==> src/rtl/seq_divider_if.sv <==
// Start/done handshake and operand/result bundle for the iterative divider.
// The requester drives the operands; the divider returns status and results.
interface seq_divider_if #(
  parameter int WIDTH = 32
);
  logic             Div_start;
  logic             Div_signed;
  logic [WIDTH-1:0] Div_a;
  logic [WIDTH-1:0] Div_b;
  logic             Div_busy;
  logic             Div_done;
  logic [WIDTH-1:0] Div_q;
  logic [WIDTH-1:0] Div_r;
  logic             Div_dbz;

  modport master (
    output Div_start, Div_signed, Div_a, Div_b,
    input  Div_busy, Div_done, Div_q, Div_r, Div_dbz
  );

  modport slave (
    input  Div_start, Div_signed, Div_a, Div_b,
    output Div_busy, Div_done, Div_q, Div_r, Div_dbz
  );
endinterface

==> src/rtl/seq_divider.sv <==
// Iterative restoring divider: one shift/subtract/restore step per clock,
// signed handled by dividing magnitudes and fixing signs on the final step.
module seq_divider #(
  parameter int WIDTH = 32
) (
  input logic          clk,
  input logic          rst,
  seq_divider_if.slave div
);

  localparam int CNT_W = (WIDTH > 1) ? $clog2(WIDTH) : 1;

  typedef enum logic [1:0] {
    IDLE = 2'd0,
    RUN  = 2'd1,
    DONE = 2'd2
  } state_t;

  state_t           state;
  state_t           state_next;

  logic [WIDTH-1:0] rem;
  logic [WIDTH-1:0] quo;
  logic [WIDTH-1:0] divisor;
  logic [CNT_W-1:0] cnt;
  logic             neg_q;
  logic             neg_r;

  logic [WIDTH-1:0] q_reg;
  logic [WIDTH-1:0] r_reg;
  logic             dbz_reg;

  logic             b_zero;
  logic [WIDTH-1:0] a_mag;
  logic [WIDTH-1:0] b_mag;
  logic [WIDTH:0]   trial;
  logic [WIDTH-1:0] rem_step;
  logic [WIDTH-1:0] quo_step;
  logic [WIDTH-1:0] q_fixed;
  logic [WIDTH-1:0] r_fixed;

  assign b_zero = (div.Div_b == '0);
  assign a_mag  = (div.Div_signed && div.Div_a[WIDTH-1]) ? -div.Div_a : div.Div_a;
  assign b_mag  = (div.Div_signed && div.Div_b[WIDTH-1]) ? -div.Div_b : div.Div_b;

  // Shifted partial remainder is WIDTH+1 bits; the top bit of the difference
  // is the borrow that decides restore versus keep.
  assign trial = {rem, quo[WIDTH-1]} - {1'b0, divisor};

  // NOTE: every output of a combinational block gets a value on every path,
  // otherwise synthesis infers a latch to hold the old value.
  always_comb begin
    rem_step = {rem[WIDTH-2:0], quo[WIDTH-1]};
    quo_step = {quo[WIDTH-2:0], 1'b0};
    if (!trial[WIDTH]) begin
      rem_step = trial[WIDTH-1:0];
      quo_step = {quo[WIDTH-2:0], 1'b1};
    end
  end

  assign q_fixed = neg_q ? -quo_step : quo_step;
  assign r_fixed = neg_r ? -rem_step : rem_step;

  // NOTE: clocked state uses non-blocking assignments so every register
  // samples the pre-edge values, independent of statement order.
  always_ff @(posedge clk) begin
    if (rst) state <= IDLE;
    else     state <= state_next;
  end

  always_comb begin
    state_next = state;
    case (state)
      IDLE: if (div.Div_start) state_next = b_zero ? DONE : RUN;
      RUN:  if (cnt == '0)     state_next = DONE;
      DONE: state_next = IDLE;
      default: state_next = IDLE;
    endcase
  end

  always_comb begin
    div.Div_busy = (state != IDLE);
    div.Div_done = (state == DONE);
  end

  always_ff @(posedge clk) begin
    if (rst) begin
      rem     <= '0;
      quo     <= '0;
      divisor <= '0;
      cnt     <= '0;
      neg_q   <= 1'b0;
      neg_r   <= 1'b0;
      q_reg   <= '0;
      r_reg   <= '0;
      dbz_reg <= 1'b0;
    end else begin
      case (state)
        IDLE: begin
          if (div.Div_start) begin
            neg_q   <= div.Div_signed & (div.Div_a[WIDTH-1] ^ div.Div_b[WIDTH-1]);
            neg_r   <= div.Div_signed & div.Div_a[WIDTH-1];
            divisor <= b_mag;
            quo     <= a_mag;
            rem     <= '0;
            cnt     <= CNT_W'(WIDTH - 1);
            // A zero divisor skips the iteration and reports immediately.
            if (b_zero) begin
              q_reg   <= '1;
              r_reg   <= div.Div_a;
              dbz_reg <= 1'b1;
            end else begin
              q_reg   <= '0;
              r_reg   <= '0;
              dbz_reg <= 1'b0;
            end
          end
        end
        RUN: begin
          rem <= rem_step;
          quo <= quo_step;
          if (cnt != '0) begin
            cnt <= cnt - CNT_W'(1);
          end else begin
            q_reg <= q_fixed;
            r_reg <= r_fixed;
          end
        end
        default: ;
      endcase
    end
  end

  assign div.Div_q   = q_reg;
  assign div.Div_r   = r_reg;
  assign div.Div_dbz = dbz_reg;

endmodule

==> src/flat_wrapper.sv <==
// flat-port wrapper written by rule: the top's interface ports become plain ports
module seq_divider_flat 
#(
  parameter int WIDTH = 32
)
  (clk, rst, div_Div_start, div_Div_signed, div_Div_a, div_Div_b, div_Div_busy, div_Div_done, div_Div_q, div_Div_r, div_Div_dbz);
  seq_divider_if #(.WIDTH(WIDTH)) div_i ();
  input logic clk;
  input logic rst;
  input wire logic [$bits(div_i.Div_start)-1:0] div_Div_start;
  input wire logic [$bits(div_i.Div_signed)-1:0] div_Div_signed;
  input wire logic [$bits(div_i.Div_a)-1:0] div_Div_a;
  input wire logic [$bits(div_i.Div_b)-1:0] div_Div_b;
  output wire logic [$bits(div_i.Div_busy)-1:0] div_Div_busy;
  output wire logic [$bits(div_i.Div_done)-1:0] div_Div_done;
  output wire logic [$bits(div_i.Div_q)-1:0] div_Div_q;
  output wire logic [$bits(div_i.Div_r)-1:0] div_Div_r;
  output wire logic [$bits(div_i.Div_dbz)-1:0] div_Div_dbz;
  assign div_i.Div_start = div_Div_start;
  assign div_i.Div_signed = div_Div_signed;
  assign div_i.Div_a = div_Div_a;
  assign div_i.Div_b = div_Div_b;
  assign div_Div_busy = div_i.Div_busy;
  assign div_Div_done = div_i.Div_done;
  assign div_Div_q = div_i.Div_q;
  assign div_Div_r = div_i.Div_r;
  assign div_Div_dbz = div_i.Div_dbz;
  seq_divider #(.WIDTH(WIDTH)) u_core (.clk(clk), .rst(rst), .div(div_i));
endmodule
==> config.mk <==
export PLATFORM = sky130hd
export DESIGN_NAME = seq_divider_flat
export DESIGN_NICKNAME = d
export VERILOG_FILES = /design/src/rtl/seq_divider_if.sv /design/src/rtl/seq_divider.sv /design/src/flat_wrapper.sv
export SDC_FILE = /design/constraint.sdc
export NUM_CORES = 1
export LEC_CHECK = 0
export CORE_UTILIZATION = 30
export CTS_CLUSTER_DIAMETER = 40
export DETAILED_ROUTE_END_ITERATION = 10
export PLACE_DENSITY = 0.52
export RECOVER_POWER = 50
export SLEW_MARGIN = 0
export SYNTH_ARGS = -nofsm -noshare
export SYNTH_HDL_FRONTEND = slang
export SYNTH_SLANG_ARGS = --single-unit
==> constraint.sdc <==
create_clock -name clk -period 4.5 [get_ports clk]
set_input_delay 0.9 -clock clk [delete_from_list [all_inputs] [get_ports clk]]
set_output_delay 0.9 -clock clk [all_outputs]
set_load 0.05 [all_outputs]
==> out/qor.txt <==
Post-Synthesis Net Count: 1,653
# DRC: 0
vias: 11,685
maximum clock rate: 234.9 MHz
Nets: 1,757
layout cells sized above 1: 9.681%
Synth Register Bits: 170
first-pass GRT wire length: 65,480 um
DP HPWL: 31,210 um
max-slew violations: 45
Final Setup Violations: 0
Max Cap Viol: 1
Pleak: 5.594 nW
Seq/Total Area, Yosys: 28.82%
RePlAce Congestion: 0.8577
Initial Utilization: 30.48%
Total Routing Usage GR: 20.78%
Fillers: 4,134
area of placed instances: 0.01377 mm^2
number of flops mapped to enable cells by yosys: 0
number of diodes: 0
CTS tree: done
violated checks: max-capacitance violations, max-slew violations
die area: 0.04016 mm^2
Least-Margin Pin Slew: 2.010 ns
drt pass-1 iters: 5
maximum vdd ir drop: 242.8 uV
vias in the first global route: 11,064
critical path capture point type: flop
CP startpoint kind: flop
min cycle time layout: 4.257 ns
Hold WC Path Type: flop to flop
die width: 200.4 um
clk_skew: 0.02041 ns
port buffer count: 134
Top Ports: 135
grt ovf: 0
Reg clk slew, reported paths: 0.08 ns
Synth Warn #: 0
PwrDens: 373.3 mW/mm^2
Primary FF master, synth: dfxtp_1
ANT nets after route: 0
worst hold slack: 0.4527 ns
CTS max path bufs: 2
antenna violations before repair: 0
largest net degree at the start of global routing: 95
cts hold-fix bufs: 0
setup TNS: 0 ns
placed insts: 2,141
drt initial violations: 892
worst skew pair latency: 0.47 ns
Area Growth Syn to Fin: 22.61%
Synth Cell Area: 0.01181 mm^2
CTS sink cnt: 170
routed wire length: 41,410 um
Finished Cell Area: 0.01448 mm^2
syn_area_per_cell: 7.637 um^2
Slew HR: -34.03%
Non-Filler Instances: 2,181
overall power: 0.005405 W
crit share post-route: 94.60%
Synth Instances: 1,546
Final Hold Viols: 0
Core ar.: 0.03874 mm^2
Die Y: 200.4 um
Distinct cells, synth: 87
critical-path maximum fanout: 4
Via density: 5.358
Setup Crit Path Kind: flop to flop
row count: 72
async set or reset register ratio after synthesis: 0%
H-tree levels: 4
crit path DAT: 4.62 ns
status: finished, violations left
Worst EP required: 4.87 ns
CTS Buf Count: 17
Routed WL per cell: 18.99 um
Clock Tree Root: clkbuf_16
cells in the final DEF (no fill, tap or decap), types with 60 or more instances in the layout:
| master | count |
|---|---|
| nor3_1 | 61 |
| xnor2_1 | 67 |
| dfxtp_1 | 169 |
| dlygate4sd3_1 | 68 |
| nand2_1 | 146 |
| o21ai_0 | 60 |
| a21oi_1 | 151 |
| xor2_1 | 74 |
| nor2_1 | 200 |
| clkdlybuf4s50_1 | 65 |
cell type report:
type                            count  area [um^2]  area share (%)
Multi-Input combinational cell   1224         7900           54.57
Sequential cell                   170         3405           23.52
Timing Repair Buffer              183         1743           12.04
Tap cell                          518        648.1           4.477
Clock buffer                       19        442.9           3.059
Inverter                           54        207.7           1.435
Clock inverter                     13        131.4          0.9074
repair_timing:
item / CTS / global route
setup buffers: 0 / 8
gates resized for setup: 0 / 23
endpoints found under the setup margin: 0 / 12
worst paths after layout:
check | from | to | slack [ns] | depth (start not counted)
worst min register to register | u_core.divisor[22] | u_core.divisor[22] | 0.45 | 2
worst max-delay path | u_core.quo[31] | u_core.div.Div_r[26] | 0.24 | 23
worst max register to register | u_core.quo[31] | u_core.div.Div_r[26] | 0.24 | 23
worst min-delay path | u_core.divisor[22] | u_core.divisor[22] | 0.45 | 2
synthesized netlist by cell type (5+ instances only):
master,count,area [um^2]
a211oi_1,52,390.4
a21o_1,16,120.1
a21oi_1,153,765.7
a221oi_1,22,192.7
a22oi_1,50,375.4
a311oi_1,5,43.79
a31oi_1,10,62.56
and2_1,10,62.56
and3_1,9,56.30
buf_1,8,30.03
buf_2,15,75.07
buf_4,5,37.54
clkbuf_1,67,251.5
dfxtp_1,170,3403
ha_1,38,475.5
inv_1,52,195.2
mux2_2,12,135.1
mux2i_1,17,170.2
nand2_1,147,551.8
nand2b_1,9,56.30
nand3_1,13,65.06
nand4_1,6,37.54
nor2_1,203,762.0
nor2b_1,7,43.79
nor3_1,62,310.3
nor4_1,13,81.33
o21ai_0,63,315.3
o21bai_1,5,37.54
o22ai_1,6,37.54
o31ai_1,24,180.2
o41ai_1,15,131.4
or2_2,5,31.28
or3_1,18,112.6
or4_1,11,82.58
xnor2_1,67,586.8
xor2_1,74,648.1
metrics by stage:
stage	util [%]	worst slack (ns)
3_3_place_gp	35.54	0.1631
6_report	37.37	0.2430
2_1_floorplan	-	-0.03378
3_5_place_dp	35.54	0.04967
4_1_cts	37.03	0.01904
5_1_grt	37.37	-0.06248
registers in the layout (all words and copies together), names as in the netlist:
name / flops
u_core.neg_r: 1
u_core.state: 2
u_core.div.Div_q: 32
u_core.div.Div_dbz: 1
u_core.quo: 32
u_core.div.Div_r: 32
u_core.divisor: 32
u_core.rem: 32
u_core.neg_q: 1
u_core.cnt: 5
worst max-delay path: stages (launching register included):
cell       delay (ns)
dfxtp_2          0.32
inv_1            0.05
ha_2             0.17
inv_2            0.04
fa_2             0.36
a211oi_2         0.26
o211ai_1         0.13
and4_4           0.21
o21ai_4          0.14
a21oi_2          0.09
or3_4            0.34
and2_4           0.19
inv_4            0.07
nor2_2           0.04
a21oi_2          0.14
ha_2             0.23
inv_4            0.05
nor4_4           0.14
nand4_1          0.16
mux2i_2          0.28
nand2_2          0.13
o31ai_4          0.18
xor2_1           0.11
a2111oi_2        0.30
per-layer routing:
layer | routed length (um) | global-route usage, %
met1 | 20630 | 30.32
met3 | 2306 | 3.368
met2 | 17750 | 31.34
met5 | 0 | 0
met4 | 719 | 5.643
cell families (layout without fill, tap and decap cells):
| logic type | Yosys count | count (layout) | synth area share, % |
|---|---|---|---|
| DFF | 170 | 170 | 28.82 |
| AOI/OAI and AO/OA | 471 | 471 | 26.82 |
| and+or+nand+nor | 540 | 540 | 21.28 |
| xor gates and xnor gates | 142 | 142 | 10.60 |
| adders and majority gates | 39 | 39 | 4.196 |
| muxes | 32 | 32 | 2.946 |
| buffers and inverters | 152 | 269 | 5.341 |
where the power goes:
| part | internal (W) | switching (W) |
|---|---|---|
| sequential | 0.00166 | 0.000138 |
| combinational | 0.000720 | 0.00138 |
| clock | 0.000793 | 0.000714 |
| total | 0.00317 | 0.00223 |
No activity file was read; power rests on OpenSTA's default activity.
